<file path="src/rtl/if_fetch_pkg.sv">
// Shared constants and helpers for the instruction-fetch stage.
package if_fetch_pkg;

    localparam int          WORD_WIDTH       = 32;
    localparam logic [31:0] DEFAULT_RESET_PC = 32'h0000_0000;
    localparam int          INSTR_BYTES      = 4;

    // True when one more fetch can be issued without overrunning the queue.
    function automatic logic has_credit(input int count, input logic issued,
                                        input logic deq, input int depth);
        return (count + int'(issued) - int'(deq)) < depth;
    endfunction

endpackage

</file>
<file path="src/rtl/if_fetch_if.sv">
// Fetch-stage bus: instruction-memory port, redirect input and decode handshake.
interface if_fetch_if #(
    parameter int W = if_fetch_pkg::WORD_WIDTH
);
    logic [W-1:0] imem_addr;
    logic [W-1:0] imem_data;
    logic         redirect_valid;
    logic [W-1:0] redirect_pc;
    logic         id_valid;
    logic         id_ready;
    logic [W-1:0] id_instr;
    logic [W-1:0] id_pc;

    modport master (
        output imem_addr, id_valid, id_instr, id_pc,
        input  imem_data, redirect_valid, redirect_pc, id_ready
    );

    modport slave (
        input  imem_addr, id_valid, id_instr, id_pc,
        output imem_data, redirect_valid, redirect_pc, id_ready
    );
endinterface

</file>
<file path="src/rtl/if_fetch_queue.sv">
// Prefetch FIFO holding {instruction, pc} pairs; flush empties it in one cycle.
module fetch_queue
    import if_fetch_pkg::*;
#(
    parameter  int W     = WORD_WIDTH,
    parameter  int DEPTH = 2,
    localparam int AW    = $clog2(DEPTH),
    localparam int CW    = AW + 1
) (
    input  logic          clk,
    input  logic          rst,
    input  logic          flush,
    input  logic          push,
    input  logic [W-1:0]  push_instr,
    input  logic [W-1:0]  push_pc,
    input  logic          pop,
    output logic [CW-1:0] count,
    output logic          head_valid,
    output logic [W-1:0]  head_instr,
    output logic [W-1:0]  head_pc
);

    logic [2*W-1:0] mem [DEPTH];
    logic [AW-1:0]  rd_ptr;
    logic [AW-1:0]  wr_ptr;

    // Storage is cleared on reset so the head reads as zero until the first push.
    always_ff @(posedge clk) begin
        if (!rst) begin
            rd_ptr <= '0;
            wr_ptr <= '0;
            count  <= '0;
            for (int i = 0; i < DEPTH; i++) mem[i] <= '0;
        end else if (flush) begin
            rd_ptr <= '0;
            wr_ptr <= '0;
            count  <= '0;
        end else begin
            if (push) begin
                mem[wr_ptr] <= {push_instr, push_pc};
                wr_ptr      <= wr_ptr + AW'(1);
            end
            if (pop) rd_ptr <= rd_ptr + AW'(1);
            count <= count + CW'(push) - CW'(pop);
        end
    end

    assign head_valid              = (count != '0);
    assign {head_instr, head_pc}   = mem[rd_ptr];

endmodule

</file>
<file path="src/rtl/if_fetch.sv">
// Instruction-fetch stage: PC, credit-based issue to a one-cycle memory, redirect squash.
module if_fetch
    import if_fetch_pkg::*;
#(
    parameter int           W        = WORD_WIDTH,
    parameter logic [W-1:0] RESET_PC = DEFAULT_RESET_PC,
    parameter int           DEPTH    = 2
) (
    input logic        clk,
    input logic        rst,
    if_fetch_if.master bus
);

    localparam int           CW      = $clog2(DEPTH) + 1;
    localparam logic [W-1:0] PC_MASK = ~W'(INSTR_BYTES - 1);
    localparam logic [W-1:0] PC_INC  = W'(INSTR_BYTES);

    logic [W-1:0]  fetch_pc_p0;
    logic          issued_p1;
    logic [W-1:0]  issued_pc_p1;
    logic          squash_p1;
    logic [CW-1:0] count;
    logic          vld_head;
    logic [W-1:0]  head_instr;
    logic [W-1:0]  head_pc;
    logic          deq;
    logic          issue;
    logic          push;

    assign bus.imem_addr = fetch_pc_p0;
    assign deq   = vld_head & bus.id_ready;
    assign issue = rst & !bus.redirect_valid & has_credit(int'(count), issued_p1, deq, DEPTH);
    assign push  = issued_p1 & !squash_p1;

    // p0 -> p1: address issued this cycle, response captured next cycle
    always_ff @(posedge clk) begin
        if (!rst) begin
            fetch_pc_p0 <= RESET_PC;
            issued_p1   <= 1'b0;
            squash_p1   <= 1'b0;
        end else begin
            issued_p1 <= issue;
            squash_p1 <= bus.redirect_valid & issued_p1;
            if (bus.redirect_valid)
                fetch_pc_p0 <= bus.redirect_pc & PC_MASK;
            else if (issue)
                fetch_pc_p0 <= fetch_pc_p0 + PC_INC;
        end
    end

    always_ff @(posedge clk) begin
        if (issue) issued_pc_p1 <= fetch_pc_p0;
    end

    fetch_queue #(
        .W     (W),
        .DEPTH (DEPTH)
    ) u_queue (
        .clk        (clk),
        .rst        (rst),
        .flush      (bus.redirect_valid),
        .push       (push),
        .push_instr (bus.imem_data),
        .push_pc    (issued_pc_p1),
        .pop        (deq),
        .count      (count),
        .head_valid (vld_head),
        .head_instr (head_instr),
        .head_pc    (head_pc)
    );

    assign bus.id_valid = vld_head;
    assign bus.id_instr = head_instr;
    assign bus.id_pc    = head_pc;

endmodule

</file>
<file path="src/flat_wrapper.sv">
// flat-port wrapper written by rule: the top's interface ports become plain ports
module if_fetch_flat import if_fetch_pkg::*;
#(
    parameter int           W        = WORD_WIDTH,
    parameter logic [W-1:0] RESET_PC = DEFAULT_RESET_PC,
    parameter int           DEPTH    = 2
)
  (clk, rst, bus_imem_addr, bus_id_valid, bus_id_instr, bus_id_pc, bus_imem_data, bus_redirect_valid, bus_redirect_pc, bus_id_ready);
  if_fetch_if #(.W(W)) bus_i ();
  input logic clk;
  input logic rst;
  output wire logic [$bits(bus_i.imem_addr)-1:0] bus_imem_addr;
  output wire logic [$bits(bus_i.id_valid)-1:0] bus_id_valid;
  output wire logic [$bits(bus_i.id_instr)-1:0] bus_id_instr;
  output wire logic [$bits(bus_i.id_pc)-1:0] bus_id_pc;
  input wire logic [$bits(bus_i.imem_data)-1:0] bus_imem_data;
  input wire logic [$bits(bus_i.redirect_valid)-1:0] bus_redirect_valid;
  input wire logic [$bits(bus_i.redirect_pc)-1:0] bus_redirect_pc;
  input wire logic [$bits(bus_i.id_ready)-1:0] bus_id_ready;
  assign bus_imem_addr = bus_i.imem_addr;
  assign bus_id_valid = bus_i.id_valid;
  assign bus_id_instr = bus_i.id_instr;
  assign bus_id_pc = bus_i.id_pc;
  assign bus_i.imem_data = bus_imem_data;
  assign bus_i.redirect_valid = bus_redirect_valid;
  assign bus_i.redirect_pc = bus_redirect_pc;
  assign bus_i.id_ready = bus_id_ready;
  if_fetch #(.W(W), .RESET_PC(RESET_PC), .DEPTH(DEPTH)) u_core (.clk(clk), .rst(rst), .bus(bus_i));
endmodule
</file>
<file path="config.mk">
export PLATFORM = sky130hd
export DESIGN_NAME = if_fetch_flat
export DESIGN_NICKNAME = d
export VERILOG_FILES = /design/src/rtl/if_fetch_pkg.sv /design/src/rtl/if_fetch_if.sv /design/src/rtl/if_fetch_queue.sv /design/src/rtl/if_fetch.sv /design/src/flat_wrapper.sv
export SDC_FILE = /design/constraint.sdc
export NUM_CORES = 1
export LEC_CHECK = 0
export BUFFER_PORTS_ARGS = -buffer_cell sky130_fd_sc_hd__buf_2
export CORE_MARGIN = 1
export CORE_UTILIZATION = 54
export DETAILED_ROUTE_END_ITERATION = 8
export GPL_ROUTABILITY_DRIVEN = 1
export HOLD_SLACK_MARGIN = 0.06
export PLACE_DENSITY = 0.78
export SYNTH_ARGS = -nofsm -noshare
export SYNTH_HDL_FRONTEND = slang
export SYNTH_SLANG_ARGS = --single-unit
</file>
<file path="constraint.sdc">
create_clock -name clk -period 4.6 [get_ports clk]
set_input_delay 0.46 -clock clk [delete_from_list [all_inputs] [get_ports clk]]
set_output_delay 0.46 -clock clk [all_outputs]
set_load 0.01 [all_outputs]
</file>
# Word-level counts from Yosys, hierarchy flattened
# Memory sizes are Yosys's and may differ from the RTL's. A register that Yosys moved wholly into a read port is not among the register bits.
# Index checks and enable logic that the tools add are counted.
[word_totals] register_bits=70 mem_bits_rw=128 inputBits=68 out_inout_bits=97 elab_cells=41 n_memories=1
[memory_table] memory="u_core.u_queue.mem" depth=2 width=64 read_ports=1 rd_clocked_by_memory_dff=1 write_ports=2 line_no="if_fetch_queue.sv:23" source="logic [2*W-1:0] mem [DEPTH];"
[op_classes] addsub=7 n_lt_le_gt_ge=1 mux=12 bitwise=6 n_reduce_logical=6
[ops] operator="two-way mux 32 bit" count=2
[ops] operator="two-way mux 64 bit" count=1
[ops] operator="OR reduction 64 bit" count=1
[ops] operator="adder 32 x 3 -> 32 bit (second input constant)" count=1
[ops] operator="< comparator 32 x 3 -> 1 bit (second input constant)" count=1
[ops] operator="subtractor 32 x 2 -> 32 bit" count=1
[ops] operator="two-way mux 1 bit" count=9
[ops] operator="bitwise AND 1 bit" count=5
[ops] operator="nonzero test 2 bit" count=2
[ops] operator="adder 2 x 1 -> 3 bit" count=1
[ops] operator="adder 1 bit (second input constant)" count=2
[ops] operator="adder 2 x 1 -> 2 bit" count=1
[ops] operator="zero test 1 bit" count=2
[ops] operator="OR reduction 2 bit" count=1
[ops] operator="subtractor 2 x 1 -> 2 bit" count=1
[ops] operator="NOT 1 bit" count=1

# Longest topological paths before layout
[logic_depth] ltp_word=8 ltp_mapped=12

# By module
# From an unflattened synthesis, not the netlist that was laid out.
[unflattened] hier_cells=636 area_unflattened_um2=8727.1
[modules_own_cells] mod="fetch_queue" n_inst=1 cells_per_inst=381 area_per_inst_um2=5943.2 seq_area_each_um2=3943.8
[modules_own_cells] mod="if_fetch" n_inst=1 cells_per_inst=255 area_per_inst_um2=2783.9 seq_area_each_um2=1541.5

# Least setup slack after synthesis
# OpenSTA, ideal clock, no wires.
[synth_timing] kind="register to register" startpoint="register u_core.u_queue.count[0]" endpoint="register u_core.issued_pc_p1[10], enable pin" setup_ns=0.417 t_arrival_ns=2.840 required_ns=4.183 path_slack_ns=1.343 path_stages_with_launch=10 synth_period_minus_slack_ns=3.257 path_cell_list="dfxtp_1 -> ha_1 -> inv_1 -> ha_1 -> inv_1 -> ha_1 -> ha_1 -> nor2b_1 -> a21oi_1 -> nor2_1"
[synth_between] elab_chain_cells=5
[synth_lines] element="start: declaration" line_no="if_fetch_queue.sv:17" source="output logic [CW-1:0] count,"
[synth_lines] element="start signal: assignment" line_no="if_fetch_queue.sv:44" source="count <= count + CW'(push) - CW'(pop);"
[synth_lines] element="branches (longest 2 deep; another with adder 2 x 1 -> 3 bit)"
[synth_lines] element="subtractor 32 x 2 -> 32 bit *" line_no="if_fetch_pkg.sv:11" source="return (count + int'(issued) - int'(deq)) < depth;"
[synth_lines] element="< comparator 32 x 3 -> 1 bit *" line_no="if_fetch_pkg.sv:11"
[synth_lines] element="bitwise AND 1 bit *" line_no="if_fetch.sv:32" source="assign issue = rst & !bus.redirect_valid & has_credit(int'(count), issued_p1, deq, DEPTH);"
[synth_lines] element="net u_core.issue" line_no="if_fetch.sv:27" source="logic issue;"
[synth_lines] element="end signal: assignment" line_no="if_fetch.sv:52" source="if (issue) issued_pc_p1 <= fetch_pc_p0;"
[synth_lines] element="end: declaration" line_no="if_fetch.sv:20" source="logic [W-1:0] issued_pc_p1;"
# Mark *: on every way through the listed nets, which the timed path passes.
# A chain may end at the register's enable or synchronous reset.

# Worst setup path in the final report
[layout_timing] startpoint="register u_core.u_queue.count[0]" endpoint="register u_core.fetch_pc_p0[31] (netlist: u_core.bus.imem_addr[31])"
[layout_between] elab_chain_cells=6
[layout_lines] element="branches (longest 2 deep; another with adder 2 x 1 -> 3 bit)"
[layout_lines] element="subtractor 32 x 2 -> 32 bit *" line_no="if_fetch_pkg.sv:11"
[layout_lines] element="< comparator 32 x 3 -> 1 bit *" line_no="if_fetch_pkg.sv:11"
[layout_lines] element="bitwise AND 1 bit *" line_no="if_fetch.sv:32"
[layout_lines] element="nonzero test 2 bit (no source line) *"
[layout_lines] element="end signal: assignment" line_no="if_fetch.sv:45" source="fetch_pc_p0 <= bus.redirect_pc & PC_MASK;"
[layout_lines] element="end signal: assignment" line_no="if_fetch.sv:47" source="fetch_pc_p0 <= fetch_pc_p0 + PC_INC;"
[layout_lines] element="end: declaration" line_no="if_fetch.sv:18" source="logic [W-1:0] fetch_pc_p0;"
# Mark *: on every way between the ends.

==> metrics.csv <==
stage;metric;value;unit
yosys;mapped cell area;8297;µm²
power_and_ir_drop;power per cell area;373.7;nW/µm²
sta;clk_skew;0.008154;ns
sta;setup violation total in the final timing report;0;
outcome;outcome;finished clean;
worst_setup_path;crit path max fanout;12;
worst_setup_path;crit path kind;flip-flop to flip-flop;
detailed_routing;Post-DRT Antenna Nets;0;
worst_setup_path;Reg2Reg Launch Point;u_core.u_queue.count[0];
power_and_ir_drop;Pleak;3.851;nW
sta;Final Max Slew Viols;0;
clocking;Hold Buf Count CTS;0;
die;Initial Utilization;0.5623;
yosys;Yosys top cell area share;0.5574;
sta;Hold Slack;0.2752;ns
detailed_routing;DRC;0;
power_and_ir_drop;Final Power;3.654;mW
cells_and_area;area grow syn2layout;17.87;%
grt;first-pass GRT wire length;27260;µm
placed_design;routability congestion estimate;0.8834;
yosys;top post-synthesis cells by count;edfxtp_1, and2_1, mux2_2, dfxtp_1, o21ai_0;
yosys;count leader, synth;edfxtp_1;
cells_and_area;Util after Layout;0.6628;
worst_setup_path;CP arrival;3.82;ns
power_and_ir_drop;switching part of the total power;0.2261;
power_and_ir_drop;Comb pwr share;0.073;
sta;Max Fclk;0.2884;GHz
cells_and_area;diode count;0;
placed_design;port bufs;158;
sta;Slew HR;0.2550;
sta;post-layout min period;3.467;ns
yosys;Synth Flop Type;edfxtp_1;
detailed_routing;Routed WL per cell;17.76;µm
worst_setup_path;CP startpoint;u_core.u_queue.count[0];
yosys;Area contributors post-synth;edfxtp_1, and2_1, dfxtp_1, mux2_2, o21ai_0;
sta;RSZ-0062 raised after global routing;no;
clocking;clock sinks;191;
die;Rows;44;
cells_and_area;Fillers;1111;
clocking;CTS tree;built;
worst_setup_path;CP Capture Type;flip-flop;
power_and_ir_drop;Internal;2.828;mW
detailed_routing;1st-iter DRT viols;402;
yosys;cells after synthesis;621;
yosys;Post-synth EDFFs;154;
worst_setup_path;Worst Path Required;4.95;ns
worst_setup_path;CP max stage cell;or3_1;
grt;GRT Total Usage;0.2261;
yosys;Yosys top cell by area;edfxtp_1;
die;die footprint;15860;µm²
yosys;Synth async-reset ratio;0;
die;Core ar.;14750;µm²
worst_setup_path;critical path launch point type;flip-flop;
grt;gr ovfl total;0;
yosys;synth unique cells;43;
clocking;clk root buf;clkbuf_16;
power_and_ir_drop;clock share of power;0.378;
grt;initial antenna violation count;0;
yosys;sequential-to-total area share from yosys stat;0.6467;
cells_and_area;fin area;9779;µm²
clocking;CTS resizes;0;
grt;pin count of the biggest net entering global routing;63;
sta;final worst path period share;0.7538;
worst_setup_path;Worst path max stage delay;0.64;ns
sta;Worst Tran Pin Value;1.106;ns
worst_setup_path;CP dominant cell by count;ha_1;
run;max_cap viols;0;
clocking;Skew-Pair Late Insertion Delay;0.43;ns
placed_design;Post-DP Area;9220;µm²
power_and_ir_drop;Max VDD drop;0.2795;mV
clocking;postcts setup bufs;0;
yosys;#FFs+latches synth;191;
clocking;clock-pin slew on the worst setup and hold paths;0.07;ns
yosys;Syn Area/Cell;13.36;µm²
die;Die X-Extent;126.0;µm
grt;vias in the first global route;5309;
detailed_routing;vias per cell;5.526;
min_path;Hold WC Path Type;input port to flip-flop;
clocking;Clock Tree Buf Depth;2;
placed_design;HPWL reported at the end of detailed placement;10730;µm
yosys;Synth warnings;0;
die;boundary pin count;165;
detailed_routing;Via Count;5327;
power_and_ir_drop;Switch Pwr;0.8264;mW
clocking;cts bufs inserted;17;
detailed_routing;iteration count of the initial detailed-routing pass;5;
power_and_ir_drop;sequential power share;0.549;
min_path;Hold Startpoint;bus_redirect_pc[2];
clocking;# H-tree levels;4;
detailed_routing;total routed wirelength;17120;µm
sta;setup TNS;0;ns
sta;Final Hold Fails;0;
die;Die Ht;126.0;µm
cells_and_area;layout cell share with drive strength beyond 1;0.3397;
cells_and_area;Nets;844;
worst_setup_path;crit-path cells;ha_1, inv_1, ha_1, inv_1, ha_1, ha_1, nor2b_1, o211ai_1, or3_1, or4_1, a31oi_1;
==> worst max-delay path, delay by kind of cell (launching register included) <==
family | cells | cell delay [ns]
and+or+nand+nor | 3 | 1.40
adders and majority gates | 4 | 0.90
AOI/OAI and AO/OA | 2 | 0.50
DFF | 1 | 0.42
buffers and inverters | 2 | 0.14
==> stage by stage <==
stage | instances | worst slack, ns
after floorplan | 624 | 1.343
after global placement | 932 | 1.429
after detailed placement | 932 | 1.208
after CTS | 964 | 1.203
after global routing | 964 | 0.9180
final | 964 | 1.133
==> power by group through the flow <==
stage	clock, mW	sequential [mW]	combinational [mW]
finish	1.38	2.01	0.268
CTS	1.40	2.01	0.270
detailed placement	0	2.04	0.267
floorplan	0	2.03	0.147
global placement	0	2.04	0.260
global route	1.47	2.02	0.294
==> registers in the layout, indices dropped and copies added (netlist names), named ones only <==
| signal | count |
|---|---|
| u_core.u_queue.mem | 124 |
| u_core.bus.imem_addr | 30 |
| u_core.issued_pc_p1 | 30 |
| u_core.u_queue.count | 2 |
| u_core.issued_p1 | 1 |
| u_core.squash_p1 | 1 |
| u_core.u_queue.rd_ptr | 1 |
| u_core.u_queue.wr_ptr | 1 |
==> final timing paths <==
| path | end | slack (ns) | cells after the start |
|---|---|---|---|
| max | u_core.bus.imem_addr[31] | 1.13 | 11 |
| min | u_core.bus.imem_addr[2] | 0.28 | 3 |
| max reg2reg | u_core.bus.imem_addr[31] | 1.13 | 11 |
| min reg2reg | u_core.issued_pc_p1[24] | 0.52 | 0 |
==> layout by cell type (no fill, tap or decap), drive strengths merged, types with 4 or more instances in the layout <==
cell type  instances
nand2             12
and2             126
o31ai              7
ha                 8
nand4              5
o21ai             34
and3               4
dfxtp             37
clkbuf            19
inv               11
conb               4
buf              163
xnor2             16
nor4               6
a31oi             12
or3                9
clkinv            10
nand3             12
edfxtp           154
nor2              11
or4                9
a21oi             16
mux2              62
nor3               4
==> kinds of logic after synthesis <==
| kind of cell | count (synthesis) | share of synthesized area |
|---|---|---|
| other | 1 | 0.0004520 |
| XOR/XNOR | 19 | 0.02006 |
| flip-flops | 191 | 0.6467 |
| multiplexers | 63 | 0.08536 |
| AO/OA/AOI/OAI | 75 | 0.05248 |
| AND/OR/NAND/NOR | 214 | 0.1553 |
| buffers and inverters | 49 | 0.02518 |
| adder cells (fa/ha/maj) | 9 | 0.01448 |
==> per-layer routing <==
layer | wire length [µm] | up-vias | track usage | part of all wire
met5 | 0 | - | 0 | 0
met4 | 352 | 0 | 0.09922 | 0.021
met3 | 1076 | 28 | 0.05565 | 0.063
met2 | 8485 | 205 | 0.3796 | 0.50
met1 | 7202 | 2549 | 0.2781 | 0.42
li1 | - | 2545 | - | -
==> area by class of cell <==
| type | instances | area, µm² | area share |
|---|---|---|---|
| flip-flops and latches | 191 | 5366 | 0.5487 |
| multi-input cells | 384 | 2758 | 0.2820 |
| repair buffers | 163 | 828.3 | 0.08470 |
| clock buffers | 19 | 442.9 | 0.04529 |
| well taps | 184 | 230.2 | 0.02354 |
| clock inverters | 13 | 116.4 | 0.01190 |
| inverters | 10 | 37.54 | 0.003838 |
No activity file was read; power rests on OpenSTA's default activity.
